### config.mk
export PLATFORM = sky130hd
export DESIGN_NAME = store_drain_ctrl
export DESIGN_NICKNAME = d
export VERILOG_FILES = /design/src/rtl/store_drain_ctrl.sv
export SDC_FILE = /design/constraint.sdc
export NUM_CORES = 1
export LEC_CHECK = 0
export BUFFER_PORTS_ARGS = -buffer_cell sky130_fd_sc_hd__clkbuf_2
export CAP_MARGIN = 40
export CORE_AREA = 2 2 238 240
export DETAILED_ROUTE_END_ITERATION = 16
export DIE_AREA = 0 0 240 242
export PLACE_DENSITY_LB_ADDON = 0.15
export SETUP_SLACK_MARGIN = 0.02
export SLEW_MARGIN = 25
export SYNTH_ARGS = -nofsm -noshare
export SYNTH_HDL_FRONTEND = slang
export SYNTH_SLANG_ARGS = --single-unit
export TNS_END_PERCENT = 1
### constraint.sdc
create_clock -name clk_i -period 4.4 [get_ports clk_i]
set_clock_uncertainty 0.2 [all_clocks]
set_input_delay 0.22 -clock clk_i [delete_from_list [all_inputs] [get_ports clk_i]]
set_output_delay 0.22 -clock clk_i [all_outputs]
set_load 0.02 [all_outputs]
### src/rtl/store_drain_ctrl.sv
// ============================================================================
// Module      : store_drain_ctrl
// Description : Drains committed stores and AMOs, in program order, onto the
//               single dcache write port using a req/gnt handshake.
// Revision    : 1.0 - initial release
// ============================================================================
`default_nettype none

module store_drain_ctrl #(
  parameter int DEPTH  = 4,
  parameter int ADDR_W = 56,
  parameter int DATA_W = 64
) (
  input  logic                       clk_i,
  input  logic                       rst_ni,
  input  logic                       st_valid_i,
  output logic                       st_ready_o,
  input  logic [ADDR_W-1:0]          st_addr_i,
  input  logic [DATA_W-1:0]          st_data_i,
  input  logic [DATA_W/8-1:0]        st_be_i,
  input  logic                       amo_valid_i,
  output logic                       amo_ready_o,
  input  logic [ADDR_W-1:0]          amo_addr_i,
  input  logic [DATA_W-1:0]          amo_data_i,
  input  logic [3:0]                 amo_op_i,
  output logic                       amo_resp_valid_o,
  output logic [DATA_W-1:0]          amo_result_o,
  output logic                       dc_req_o,
  input  logic                       dc_gnt_i,
  output logic [ADDR_W-1:0]          dc_addr_o,
  output logic [DATA_W-1:0]          dc_data_o,
  output logic [DATA_W/8-1:0]        dc_be_o,
  output logic [3:0]                 dc_amo_op_o,
  input  logic                       dc_rvalid_i,
  input  logic [DATA_W-1:0]          dc_rdata_i,
  input  logic                       fence_i,
  output logic                       fence_done_o,
  output logic                       empty_o,
  output logic [$clog2(DEPTH):0]     count_o
);

  localparam int c_ptr_w = $clog2(DEPTH);
  localparam int c_cnt_w = c_ptr_w + 1;
  localparam int c_be_w  = DATA_W / 8;
  localparam logic [c_cnt_w-1:0] c_full = c_cnt_w'(DEPTH);

  typedef enum logic [1:0] {
    S_IDLE     = 2'd0,
    S_STORE    = 2'd1,
    S_AMO      = 2'd2,
    S_AMO_WAIT = 2'd3
  } state_t;

  state_t              r_state;
  logic [c_ptr_w-1:0]  r_wptr;
  logic [c_ptr_w-1:0]  r_rptr;
  logic [c_cnt_w-1:0]  r_count;
  logic [ADDR_W-1:0]   r_amo_addr;
  logic [DATA_W-1:0]   r_amo_data;
  logic [3:0]          r_amo_op;
  logic                r_resp_valid;
  logic [DATA_W-1:0]   r_result;

  logic [ADDR_W-1:0]   r_q_addr [DEPTH];
  logic [DATA_W-1:0]   r_q_data [DEPTH];
  logic [c_be_w-1:0]   r_q_be   [DEPTH];

  logic                w_full;
  logic                w_idle_empty;
  logic                w_push;
  logic                w_pop;
  logic                w_amo_acc;
  logic [c_cnt_w-1:0]  w_count_nxt;

  assign w_full       = (r_count == c_full);
  assign w_idle_empty = (r_state == S_IDLE) && (r_count == '0);

  // Reset forces every handshake output low, independent of stale state.
  assign st_ready_o       = rst_ni && !w_full && !fence_i;
  assign amo_ready_o      = rst_ni && w_idle_empty && amo_valid_i && !fence_i;
  assign dc_req_o         = rst_ni && ((r_state == S_STORE) || (r_state == S_AMO));
  assign amo_resp_valid_o = rst_ni && r_resp_valid;
  assign fence_done_o     = rst_ni && fence_i && w_idle_empty;
  assign empty_o          = w_idle_empty;
  assign count_o          = r_count;
  assign amo_result_o     = r_result;

  assign w_push    = st_valid_i && st_ready_o;
  assign w_pop     = (r_state == S_STORE) && dc_gnt_i;
  assign w_amo_acc = amo_ready_o;

  always_comb begin
    w_count_nxt = r_count;
    case ({w_push, w_pop})
      2'b10:   w_count_nxt = r_count + c_cnt_w'(1);
      2'b01:   w_count_nxt = r_count - c_cnt_w'(1);
      default: w_count_nxt = r_count;
    endcase
  end

  always_comb begin
    dc_addr_o   = r_q_addr[r_rptr];
    dc_data_o   = r_q_data[r_rptr];
    dc_be_o     = r_q_be[r_rptr];
    dc_amo_op_o = 4'd0;
    if (r_state == S_AMO) begin
      dc_addr_o   = r_amo_addr;
      dc_data_o   = r_amo_data;
      dc_be_o     = {c_be_w{1'b1}};
      dc_amo_op_o = r_amo_op;
    end
  end

  // Queue storage carries no reset; validity is tracked by the pointers.
  always_ff @(posedge clk_i) begin
    if (w_push) begin
      r_q_addr[r_wptr] <= st_addr_i;
      r_q_data[r_wptr] <= st_data_i;
      r_q_be[r_wptr]   <= st_be_i;
    end
  end

  always_ff @(posedge clk_i) begin
    if (!rst_ni) begin
      r_state      <= S_IDLE;
      r_wptr       <= '0;
      r_rptr       <= '0;
      r_count      <= '0;
      r_amo_addr   <= '0;
      r_amo_data   <= '0;
      r_amo_op     <= '0;
      r_resp_valid <= 1'b0;
      r_result     <= '0;
    end else begin
      r_resp_valid <= 1'b0;
      r_count      <= w_count_nxt;
      if (w_push) begin
        r_wptr <= r_wptr + c_ptr_w'(1);
      end
      if (w_pop) begin
        r_rptr <= r_rptr + c_ptr_w'(1);
      end

      case (r_state)
        S_IDLE: begin
          if (r_count != '0) begin
            r_state <= S_STORE;
          end else if (w_amo_acc) begin
            r_amo_addr <= amo_addr_i;
            r_amo_data <= amo_data_i;
            r_amo_op   <= amo_op_i;
            r_state    <= S_AMO;
          end else if (w_push) begin
            // Go straight to STORE so the request appears the cycle after the push.
            r_state <= S_STORE;
          end
        end
        S_STORE: begin
          if (dc_gnt_i && (w_count_nxt == '0)) begin
            r_state <= S_IDLE;
          end
        end
        S_AMO: begin
          if (dc_gnt_i) begin
            r_state <= S_AMO_WAIT;
          end
        end
        S_AMO_WAIT: begin
          if (dc_rvalid_i) begin
            r_resp_valid <= 1'b1;
            r_result     <= dc_rdata_i;
            r_state      <= S_IDLE;
          end
        end
        default: r_state <= S_IDLE;
      endcase
    end
  end

endmodule

`default_nettype wire

-- Word-level counts from Yosys, hierarchy flattened
Memory sizes are Yosys's and may differ from the RTL's. A register that Yosys moved wholly into a read port is not among the register bits.
Index checks and enable logic that the tools add are counted.
- bits of input ports: 323
- flip-flop bits (word level): 198
- output and inout port bits: 205
- memories kept: 3
- memory bits (writable): 512
- memory list (memory ; words ; width ; read ports ; clocked after Yosys merged registers in ; wr ports ; RTL line ; text):
    r_q_data ; 4 ; 64 ; 1 ; 1 ; 1 ; 65 ; logic [DATA_W-1:0] r_q_data [DEPTH];
    r_q_addr ; 4 ; 56 ; 1 ; 1 ; 1 ; 64 ; logic [ADDR_W-1:0] r_q_addr [DEPTH];
    r_q_be ; 4 ; 8 ; 1 ; 1 ; 1 ; 66 ; logic [c_be_w-1:0] r_q_be [DEPTH];
- bitwise operators: 1
- mux-type cells: 21
- eq/ne operators: 10
- reduce and logical (&&, ||, !) cells: 24
- $add $sub $neg: 4
- operators with widths (kind ; number):
    $mux W64 ; 1
    $mux W56 ; 1
    $mux W2 ; 12
    $logic_and A1 B1 Y1 ; 13
    $mux W8 ; 1
    $pmux W2 S4 ; 1
    $eq A2 B2 Y1 const B ; 3
    $logic_not A3 Y1 ; 2
    $pmux W3 S2 ; 1
    $add A2 B1 Y2 const B ; 2
    $eq A2 B1 Y1 const B ; 2
    $mux W4 ; 1
    $ne A2 B2 Y1 const B ; 2
    $ne A4 B3 Y1 const B ; 1
    $reduce_and A2 Y1 ; 2
    $reduce_and A4 Y1 ; 1
    $add A3 B1 Y3 const B ; 1
    $eq A3 B3 Y1 const B ; 1
    $mux W1 ; 3
    $reduce_and A3 Y1 ; 1
    $reduce_bool A3 Y1 ; 1
    $sub A3 B1 Y3 const B ; 1
    $logic_not A1 Y1 ; 2
    $logic_not A2 Y1 ; 1
    3 further kinds ; 3

-- Depth between registers and ports, before layout
Gate-level depths: netlist (run 1).
- depth after elaboration: 11
- mapped depth: 11
- gate-level depth less buffers: 11

-- Least setup slack after synthesis (run 1)
Ideal clock, no wire load.
- path kind: register to register
- from: register r_count[0], in the netlist count_o[0]
- to: memory r_q_addr[0][0] (enable)
- stages on the path, launching flop included: 4
- period minus slack after synthesis: 5009 ps
- slack: -609 ps
- setup time: 503 ps
- buffers on the path: 0
- arrival time: 4306 ps
- cells stage by stage: dfxtp_1 -> nor2_1 -> a21oi_1 -> and3_1
- cells in the longest elaborated chain, start to end: 7
- RTL lines (element ; RTL line ; text):
    from (decl) ; 57 ; logic [c_cnt_w-1:0] r_count;
    from (signal assigned) ; 136 ; r_count <= w_count_nxt;
    $eq A3 B3 Y1 ; 75 ; assign w_full = (r_count == c_full);
    $logic_not A1 Y1 ; 79 ; assign st_ready_o = rst_ni && !w_full && !fence_i;
    $logic_and A1 B1 Y1 (2 in series) ; 79 ;
    net st_ready_o ; 17 ; output logic st_ready_o,
    $logic_and A1 B1 Y1 ; 88 ; assign w_push = st_valid_i && st_ready_o;
    $mux W1 ; 116 ; if (w_push) begin
    $mux W1 (implied by the code) ; 117 ; r_q_addr[r_wptr] <= st_addr_i;
    to (decl) ; 64 ;
The timed path passes the listed nets, and every way through them passes these cells.

-- Worst setup path in the final report (run 1)
- from: register r_state[0]
- to: output dc_addr_o[8]
- cells in the longest elaborated chain, start to end: 2
- RTL lines (element ; RTL line ; text):
    from (decl) ; 54 ; state_t r_state;
    from (signal assigned) ; 125 ; r_state <= S_IDLE;
    from (signal assigned) ; 147 ; r_state <= S_STORE;
    from (signal assigned) ; 152 ; r_state <= S_AMO;
    $eq A2 B2 Y1 ; 106 ; if (r_state == S_AMO) begin
    $mux W56 ; 106 ;
    to (decl) ; 30 ; output logic [ADDR_W-1:0] dc_addr_o,
Every way passes these cells.

==> results.md, run 1 <==
- Syn_nets: 2299
- Die Area: 58100 sq um
- Count of final hold-check violations: 0
- Highest clock rate: 0.273 GHz
- Placed insts: 3152
- Status: complete, no violations
- Area delta synth->final: 35.0%
- Max incr delay on CP: 0.58 ns
- CP max stage cell: buf_4
- Library cells used by synthesis: 33
- Worst Setup SP: r_state[0]
- TritonCTS Buffers: 73
- Worst Path Buf+Inv: 4
- Max Root-Sink Buffers: 3
- Final setup viols: 0
- Data required, critical path: 3.98 ns
- Most common cell in the netlist: nand2_1
- I/O pin count: 528
- CP Cell Sequence: inv_1, ha_4, buf_4, buf_4, nand2_1, nand2_1, clkbuf_2
- Post-synth EDFFs: 512
- CTS H-tree depth: 3
- R2r endpoint: r_amo_addr[33]
- Worst slack, placed: 0.827 ns
- Seq cells post-synth: 712
- DP Wirelength: 43.6 mm
- # rows: 87
- Post-route cell area: 37200 sq um
- Clock latency on the worst-skew pair: 0.60 ns
- Drt drc: 0
- Max Cap Violations: 0
- CP endpoint: dc_addr_o[8]
- Clock transition at the registers of the reported paths: 0.06 ns
- RD Place Congestion: 0.794
- Synth warnings: 0
- Syn_area_per_cell: 14.0 sq um
- Largest net degree at the start of global routing: 93
- Maximum fanout along the worst path: 55
- Root buf cell: clkbuf_16
- Initial antenna violation count: 16
- Die span in y: 242 microns
- Post-CTS Setup Repair Bufs: 0
- DP Area: 31000 sq um
- Crit path launch type: register
- Initial core utilization: 0.494
- Post-Route WL: 73.2 mm
- Tmin final: 3.66 ns
- Setup ws final: 0.736 ns
- GRT Util Overall: 0.251
- Leak Pwr: 14.1 nW
- Total Power: 0.0170 W
- Crit end category: output pin
- Top-area cell type share of the netlist area: 0.558
- Core ar.: 55700 sq um
- Worst Hold Class: input port to register
- Synth Flop Type: edfxtp_1
- Critical Path AT: 3.24 ns
- Fin. max-slew vios: 0
- Dominant cell type by area after synthesis: edfxtp_1
- Fraction of registers with async set/reset: 0
- Gate Count Post-Synth: 1965
- Reg2reg start: r_state[0]
- Top cells by area, synth: edfxtp_1, dfxtp_1, mux4_2, nand2_1, a21boi_0
- Average wire per standard cell: 19.9 microns
- CTS tree: yes
- Seq/Total Area, Yosys: 0.703
- Buffers on Ports: 527
- Vias in the first global route: 20.0k
- Horiz. Die Dim: 240 microns
- Reg2reg path depth: 9
- Total number of vias: 19.1k
- First-pass GRT wire length: 111 mm
- CP top delay family: buffers and inverters
- Max-slew headroom at the worst pin: 0.451
- Critical path depth: 7
- Worst slew pin tran: 0.824 ns
- Remaining Overflow, GRT: 0
- CP Class: register to output pin
- Pwr Density: 458 nW/um^2
- Post-DRT Antenna Nets: 0
- Final Non-Filler Cells: 3679
- TritonRoute pass-1 iters: 5
- Final-stage net count: 3186
- Core Util, Final: 0.667
- Post-synthesis cell area: 27600 sq um
- Via/cell ratio: 5.19
- Peak supply drop: 0.359 mV
- Iter 0 DRT Violations: 961
- Fraction of layout cells with a size suffix above 1: 0.275
- Final worst-path cycle share: 0.833
- Clock sink count: 712
- Commonest cells post-synth: nand2_1, edfxtp_1, dfxtp_1, a21boi_0, mux4_2
- RSZ-0062 raised after global routing: false
- R2r setup slk: 0.81 ns
==> cell type report <==
type                            count  area, sq um
Tap cell                          756          946
Timing Repair Buffer              930         6790
Sequential cell                   712        19400
Inverter                            9         38.8
Fill cell                        3989        18500
Antenna cell                       13         32.5
Clock inverter                     30          255
Clock buffer                      103         2070
Multi-Input combinational cell   1126         7670
==> through the flow <==
stage / hold WS [ns] / TNS [ns]
CTS: 0.0297 / 0
floorplan: 0.119 / -233.75
detailed placement: 0.243 / 0
global placement: 0.233 / 0
finish: 0.0698 / 0
global route: 0.140 / 0
==> worst min path at each step <==
stage | slack (ns) | end | depth (start not counted) | from
after floorplan | 0.12 | r_q_addr[0][0] | 0 | st_addr_i[0]
after global routing | 0.14 | r_state[1] | 5 | amo_valid_i
after detailed placement | 0.24 | r_q_data[3][63] | 1 | st_data_i[63]
after global placement | 0.23 | r_q_addr[3][0] | 1 | st_addr_i[0]
final | 0.07 | r_state[1] | 5 | amo_valid_i
after CTS | 0.03 | r_state[1] | 5 | amo_valid_i
==> state kept, by name, indices dropped and copies added, names as in the netlist, 3 cells and up, named ones only <==
register and cells:
r_q_be 32, r_amo_op 4, r_amo_data 64, count_o 3, r_q_data 256, r_amo_addr 56, r_q_addr 224, amo_result_o 64
==> cells in the final DEF, fill, tap and decap left out, drive strengths merged <==
master / count
and2: 12
fa: 1
clkinv: 21
nor3: 1
or2: 8
o211ai: 1
clkbuf: 629
nor2b: 4
edfxtp: 512
o41a: 1
a21boi: 189
nand2: 742
o311a: 1
nand2b: 1
dlygate4sd3: 381
o21a: 2
nor2: 4
xnor2: 5
a22oi: 1
inv: 14
nor4b: 1
bufinv: 4
a21oi: 1
and3: 6
mux2i: 2
nand3: 1
mux4: 128
buf: 23
o221ai: 1
ha: 10
diode: 13
dfxtp: 200
o21ai: 3
==> logic make-up after synthesis <==
family,synth area share
AO/OA/AOI/OAI,0.0544
XOR/XNOR,0.00159
adder cells (fa/ha/maj),0.00527
buffers and inverters,0.0200
flip-flops,0.703
multiplexers,0.105
AND/OR/NAND/NOR,0.110
==> repair_timing <==
item / 4_1_cts / 5_1_grt
hold buffers: 381 / 0
gates resized for setup: 0 / 0
hold endpoints to repair: 707 / 0
==> power by group <==
group / internal, W / total (W) / switching (W) / leakage (nW)
clock: 0.00353 / 0.00601 / 0.00248 / 1.15
sequential: 0.00736 / 0.00747 / 0.000111 / 6.24
combinational: 0.00133 / 0.00354 / 0.00222 / 6.67
==> tightest hold or removal path, cell delays in order <==
cell,delay [ns]
clkbuf_2,0.13
nor2_1,0.10
o21ai_0,0.09
o221ai_1,0.12
o311a_1,0.18
==> per-layer routing <==
metal | part of all wire | vias to the layer above | wire [microns] | GRT usage
met5 | 0.00036 | - | 26 | 0
met4 | 0.041 | 6 | 3020 | 0.116
met3 | 0.065 | 181 | 4730 | 0.0531
met2 | 0.50 | 682 | 36500 | 0.428
met1 | 0.40 | 9438 | 28900 | 0.305
li1 | - | 8795 | - | -
No activity file was read; power rests on OpenSTA's default activity.
==> run 2, diff against run 1 <==
ABC_AREA = 1   (was not set)
CORE_AREA = 2 2 227 229   (was 2 2 238 240)
DIE_AREA = 0 0 229 231   (was 0 0 240 242)
clock period = 3.6 ns   (was 4.4 ns; I/O delays follow)
==> run 2 against run 1 <==
  * Sequential share of layout area rose by 0.88 points
  * Setup slack got worse by 0.59 ns
  * Die area fell by 8.9%
  * Largest cell class unchanged
  * Highest routed layer unchanged
  * Routed wire length rose by 15%
==> results.md, run 2 <==
- Status: complete, no violations
- Final worst-path cycle share: 0.958
- Post-synth EDFFs: 512
- Biggest register: r_q_data
- Fin. max-slew vios: 0
- Post-DRT Antenna Nets: 0
- Synth Flop Type: edfxtp_1
- Worst Hold Class: input port to register
- Clock latency on the worst-skew pair: 0.60 ns
- Final-stage net count: 3697
- CTS H-tree depth: 3
- RSZ-0062 raised after global routing: false
- Post-Route WL: 84.3 mm
- Via/cell ratio: 5.54
- Largest net degree at the start of global routing: 197
- CP Cell Sequence: inv_6, buf_12, o21ai_0, a31oi_1, clkbuf_2
- Fraction of registers with async set/reset: 0
- Clock transition at the registers of the reported paths: 0.06 ns
- RD Place Congestion: 0.906
- Most common cell in the netlist: nor2_1
- Crit end category: output pin
- Dominant cell type by area after synthesis: edfxtp_1
- I/O pin count: 528
- Critical Path AT: 3.07 ns
- DP Wirelength: 47.5 mm
- Syn_nets: 2901
- Synth warnings: 0
- Fraction of layout cells with a size suffix above 1: 0.201
- Final Non-Filler Cells: 4115
- Horiz. Die Dim: 229 microns
- Average wire per standard cell: 20.5 microns
- Max incr delay on CP: 0.70 ns
- Post-synthesis cell area: 27600 sq um
- Count of final hold-check violations: 0
- Die span in y: 231 microns
- Tmin final: 3.45 ns
- TritonCTS Buffers: 73
- Post-CTS Setup Repair Bufs: 0
- Initial core utilization: 0.544
- Die Area: 52900 sq um
- Final setup viols: 0
- Drt drc: 0
- Pwr Density: 606 nW/um^2
- Hold WS: 0.102 ns
- Seq cells post-synth: 712
- Top-area cell type share of the netlist area: 0.558
- Top cells by area, synth: edfxtp_1, dfxtp_1, nor2_1, o21ai_0, a31oi_1
- Total number of vias: 22.8k
- Library cells used by synthesis: 32
- Leak Pwr: 14.3 nW
- TritonRoute pass-1 iters: 6
- Vias in the first global route: 22.7k
- Max-slew headroom at the worst pin: 0.431
- Max reg flops: 256
- # rows: 83
- Area delta synth->final: 32.7%
- Seq/Total Area, Yosys: 0.703
- Commonest non-fill, non-tap cell in the layout: nor2_1
- Crit path launch type: register
- Max Root-Sink Buffers: 3
- CP Class: register to output pin
- Remaining Overflow, GRT: 0
- Maximum fanout along the worst path: 80
- Largest registers: r_q_data x256, r_q_addr x224
- CP max stage cell: dfxtp_4
- CTS tree: yes
- Buffers on Ports: 527
- Syn_area_per_cell: 10.7 sq um
- Highest clock rate: 0.290 GHz
- Gate Count Post-Synth: 2567
- Worst slew pin tran: 0.853 ns
- Commonest cells after routing, fill and taps aside: nor2_1, clkbuf_2, edfxtp_1
- Data required, critical path: 3.22 ns
- Root buf cell: clkbuf_16
- Clock sink count: 712
- Core ar.: 50700 sq um
- Commonest cells post-synth: nor2_1, edfxtp_1, o21ai_0, dfxtp_1, a31oi_1
- First-pass GRT wire length: 127 mm
- GRT Util Overall: 0.313
- Peak supply drop: 0.550 mV
- Initial antenna violation count: 14
- Placed insts: 3637
- Iter 0 DRT Violations: 1818
- Max Cap Violations: 0
[run 2: cell types whose count changed in the layout (fill, tap and decap cells not counted), sizes merged, moves of 12 or more]
cell / change
nor2: +1018
a31oi: +120
o21ai: +436
dlygate4sd3: -50
a21boi: -189
nand2: -717
inv: +21
and2: -12
mux4: -128
buf: +14
[run 2: what timing repair did]
item                                    CTS  global route
hold buffers                            331             0
endpoints found under the hold margin   708             0
endpoints found under the setup margin    0             1
gates resized for setup                   0             2
[run 2: logic make-up after synthesis]
family                     count (synthesis)  share of synthesized area
AOI/OAI and AO/OA                        580                      0.112
xor gates and xnor gates                   1                   0.000318
adders and majority gates                 11                    0.00527
buffers and inverters                    207                     0.0340
DFF                                      712                      0.703
and+or+nand+nor                         1056                      0.145
[run 2: metrics by stage]
step                 util  power [W]  area, sq um  worst slack [ns]  TNS [ns]
floorplan               -     0.0125        27600             -1.29   -659.14
CTS                 0.721     0.0222        36500            0.0925         0
global placement    0.608     0.0142        30800             0.796         0
finish              0.722     0.0222        36600             0.150         0
detailed placement  0.608     0.0143        30800             0.742         0
global route        0.722     0.0230        36600             0.119         0
[run 2: layout make-up]
type,count,area [sq um]
fillers,3405,14100
clock buffers,111,2140
clock inverters,24,273
multi-input cells,1648,7280
well taps,680,851
repair buffers,894,6460
diodes,12,30.0
flip-flops and latches,712,19400
inverters,34,150
[run 2: final timing paths]
check	from	end	slack (ns)	cells after the start
worst max register to register	count_o[0]	r_state[1]	0.38	14
worst max-delay path	register	dc_data_o[1]	0.15	5
worst min-delay path	amo_valid_i	r_state[0]	0.10	7
worst min register to register	r_rptr[0]	register	0.28	1
[run 2: worst max-delay path, delay by kind of cell, from the launching register on]
family | cells | cell delay [ns]
buffers and inverters | 3 | 0.90
AOI/OAI and AO/OA | 2 | 0.81
DFF | 1 | 0.70
[run 2: layer usage]
layer | vias to the layer above | global-route usage | wire length, microns
met5 | - | 0 | 41
met4 | 6 | 0.175 | 4350
met3 | 287 | 0.0700 | 7250
met2 | 1177 | 0.532 | 41300
met1 | 10900 | 0.371 | 31300
li1 | 10500 | - | -
[run 2: power by group]
part           internal, W  switching, W  leakage [nW]
registers          0.00913      0.000223          6.25
clock network      0.00454       0.00306          1.17
logic              0.00170       0.00353          6.86
total               0.0154       0.00682          14.3
==> run 3, diff against run 2 <==
clock period = 3.94 ns   (was 3.6 ns; I/O delays follow)
==> run 3 against run 2 <==
  * Sequential power decreased by 9.0%
  * Setup slack improved by 0.30 ns
  * Total power decreased by 9.1%
  * Utilization increased by 0.21 points
  * First-iteration DRC count increased by 8.0%
  * Cell area increased by 0.29%
  * Routed wire length decreased by 0.52%
  * Critical path depth increased by 1
  * Die area unchanged
==> results.md, run 3 (synthesis results as in run 2) <==
- Die span in y: 231 microns
- Max reg flops: 256
- Switching share of power: 0.309
- Fin. max-slew vios: 0
- Post-CTS Setup Repair Bufs: 0
- Total number of vias: 22.6k
- Initial core utilization: 0.544
- Reg2reg path depth: 13
- Root buf cell: clkbuf_16
- Post-DRT Antenna Nets: 0
- Power Internal: 0.0139 W
- Die Area: 52900 sq um
- Core ar.: 50700 sq um
- Tmin final: 3.49 ns
- Reg2reg start: count_o[0]
- Horiz. Die Dim: 229 microns
- Vias in the first global route: 22.0k
- Commonest cells after routing, fill and taps aside: nor2_1, clkbuf_2, edfxtp_1
- Drt drc: 0
- Iter 0 DRT Violations: 1964
- Highest clock rate: 0.286 GHz
- Worst Setup SP: r_state[0]
- Initial antenna violation count: 18
- GRT Util Overall: 0.309
- Data required, critical path: 3.54 ns
- CTS H-tree depth: 3
- Post-CTS sizing: 0
- Peak supply drop: 0.386 mV
- Remaining Overflow, GRT: 0
- Placed insts: 3640
- Worst slew pin tran: 0.988 ns
- Combinational Power Share: 0.237
- Max Cap Violations: 0
- Max-slew headroom at the worst pin: 0.342
- TritonCTS Buffers: 73
- CP Cell Sequence: inv_1, ha_1, inv_8, nor2_1, a31oi_1, clkbuf_2
- Worst slack, placed: 1.01 ns
- TritonRoute pass-1 iters: 6
- Critical path depth: 6
- RSZ-0062 raised after global routing: false
- Max incr delay on CP: 0.63 ns
- Worst Path Buf+Inv: 3
- RD Place Congestion: 0.899
- Clock latency on the worst-skew pair: 0.60 ns
- CP Class: register to output pin
- I/O pin count: 528
- Average wire per standard cell: 20.3 microns
- Multi-input logic area: 7280 sq um
- Final setup viols: 0
- Critical Path AT: 3.10 ns
- Maximum fanout along the worst path: 123
- Sequential power share: 0.422
- # rows: 83
- Psw: 0.00624 W
- DP Wirelength: 48.5 mm
- Final Non-Filler Cells: 4130
- Largest registers: r_q_data x256, r_q_addr x224
- CTS tree: yes
- Post-Route WL: 83.9 mm
- Via/cell ratio: 5.48
- Fraction of layout cells with a size suffix above 1: 0.203
- Leak Pwr: 14.4 nW
- Final-stage net count: 3709
- Status: complete, no violations
- Worst Hold Class: input port to register
- Setup ws final: 0.448 ns
- Clock sink count: 712
- R2r endpoint: r_state[0]
- Crit end category: output pin
- Setup TNS: 0 ns
- CP top delay family: buffers and inverters
- Clk pwr share: 0.341
- CP max stage cell: inv_8
- Clock transition at the registers of the reported paths: 0.06 ns
- Commonest non-fill, non-tap cell in the layout: nor2_1
- Biggest register: r_q_data
- Pwr Density: 550 nW/um^2
- R2r setup slk: 1.23 ns
- Fillcell total: 3442
- Count of final hold-check violations: 0
- Crit path launch type: register
- Final worst-path cycle share: 0.886
- CP endpoint: dc_addr_o[42]
- Area delta synth->final: 33.1%
- Max Root-Sink Buffers: 3
- First-pass GRT wire length: 125 mm
- Buffers on Ports: 527
- Sequential standard cell area: 19400 sq um
- Largest net degree at the start of global routing: 169
[run 3: cell types whose count changed in the layout (fill, tap and decap cells not counted), moves of 4 or more]
cell,change
clkbuf_1,-12
clkinv_1,+4
clkinv_2,+6
dlygate4sd3_1,+8
[run 3: worst reg2reg max path, cell delays in order (launching register included)]
cell and delay (ns):
dfxtp_1 0.43, nor2_2 0.09, nand2_1 0.07, nand3_2 0.28, ha_1 0.39, fa_1 0.44, nand2_1 0.11, nand3_1 0.09
nor2_1 0.10, nand3_1 0.08, nand2_1 0.13, nand3_1 0.09, nand2_1 0.07, nor2_1 0.04
[run 3: how the worst min path moves through the flow]
| stage | end | from | slack [ns] | cells past startpoint |
|---|---|---|---|---|
| floorplan | r_q_addr[0][0] | st_addr_i[0] | 0.1 | 0 |
| global placement | r_q_addr[3][36] | st_addr_i[36] | 0.21 | 1 |
| detailed placement | r_q_addr[0][37] | st_addr_i[37] | 0.21 | 1 |
| CTS | r_state[1] | fence_i | 0.004 | 10 |
| global route | r_state[1] | fence_i | 0.09 | 10 |
| finish | r_state[1] | fence_i | 0.03 | 10 |
[run 3: repair_timing]
action | in CTS | in global routing
setup endpoints to repair | 0 | 0
endpoints found under the hold margin | 708 | 0
hold buffers | 339 | 0
[run 3: area by class of cell]
class	instances	share of cell area
repair buffers	906	0.180
inverters	34	0.00396
clock buffers	100	0.0568
clock inverters	35	0.00836
flip-flops and latches	712	0.529
well taps	680	0.0232
diodes	15	0.00102
multi-input cells	1648	0.198
[run 3: stage by stage]
stage,cell area [sq um],utilization,hold slack [ns],total power (W)
floorplan,27600,-,0.0959,0.0114
global placement,30700,0.606,0.210,0.0130
detailed placement,30800,0.609,0.215,0.0130
CTS,36600,0.723,0.00433,0.0201
global route,36700,0.724,0.0905,0.0209
finish,36700,0.724,0.0346,0.0202
[run 3: power by group through the flow]
stage	Combinational, W	Sequential (W)	Clock (W)
after floorplan	0.00272	0.00871	0
after global placement	0.00431	0.00864	0
after detailed placement	0.00438	0.00865	0
after CTS	0.00470	0.00850	0.00696
after global routing	0.00515	0.00853	0.00722
final	0.00478	0.00851	0.00687
[run 3: per-layer routing]
metal,routed length [microns],track usage
met2,41200,0.525
met4,3740,0.150
met1,32200,0.382
met3,6670,0.0602
met5,63,0
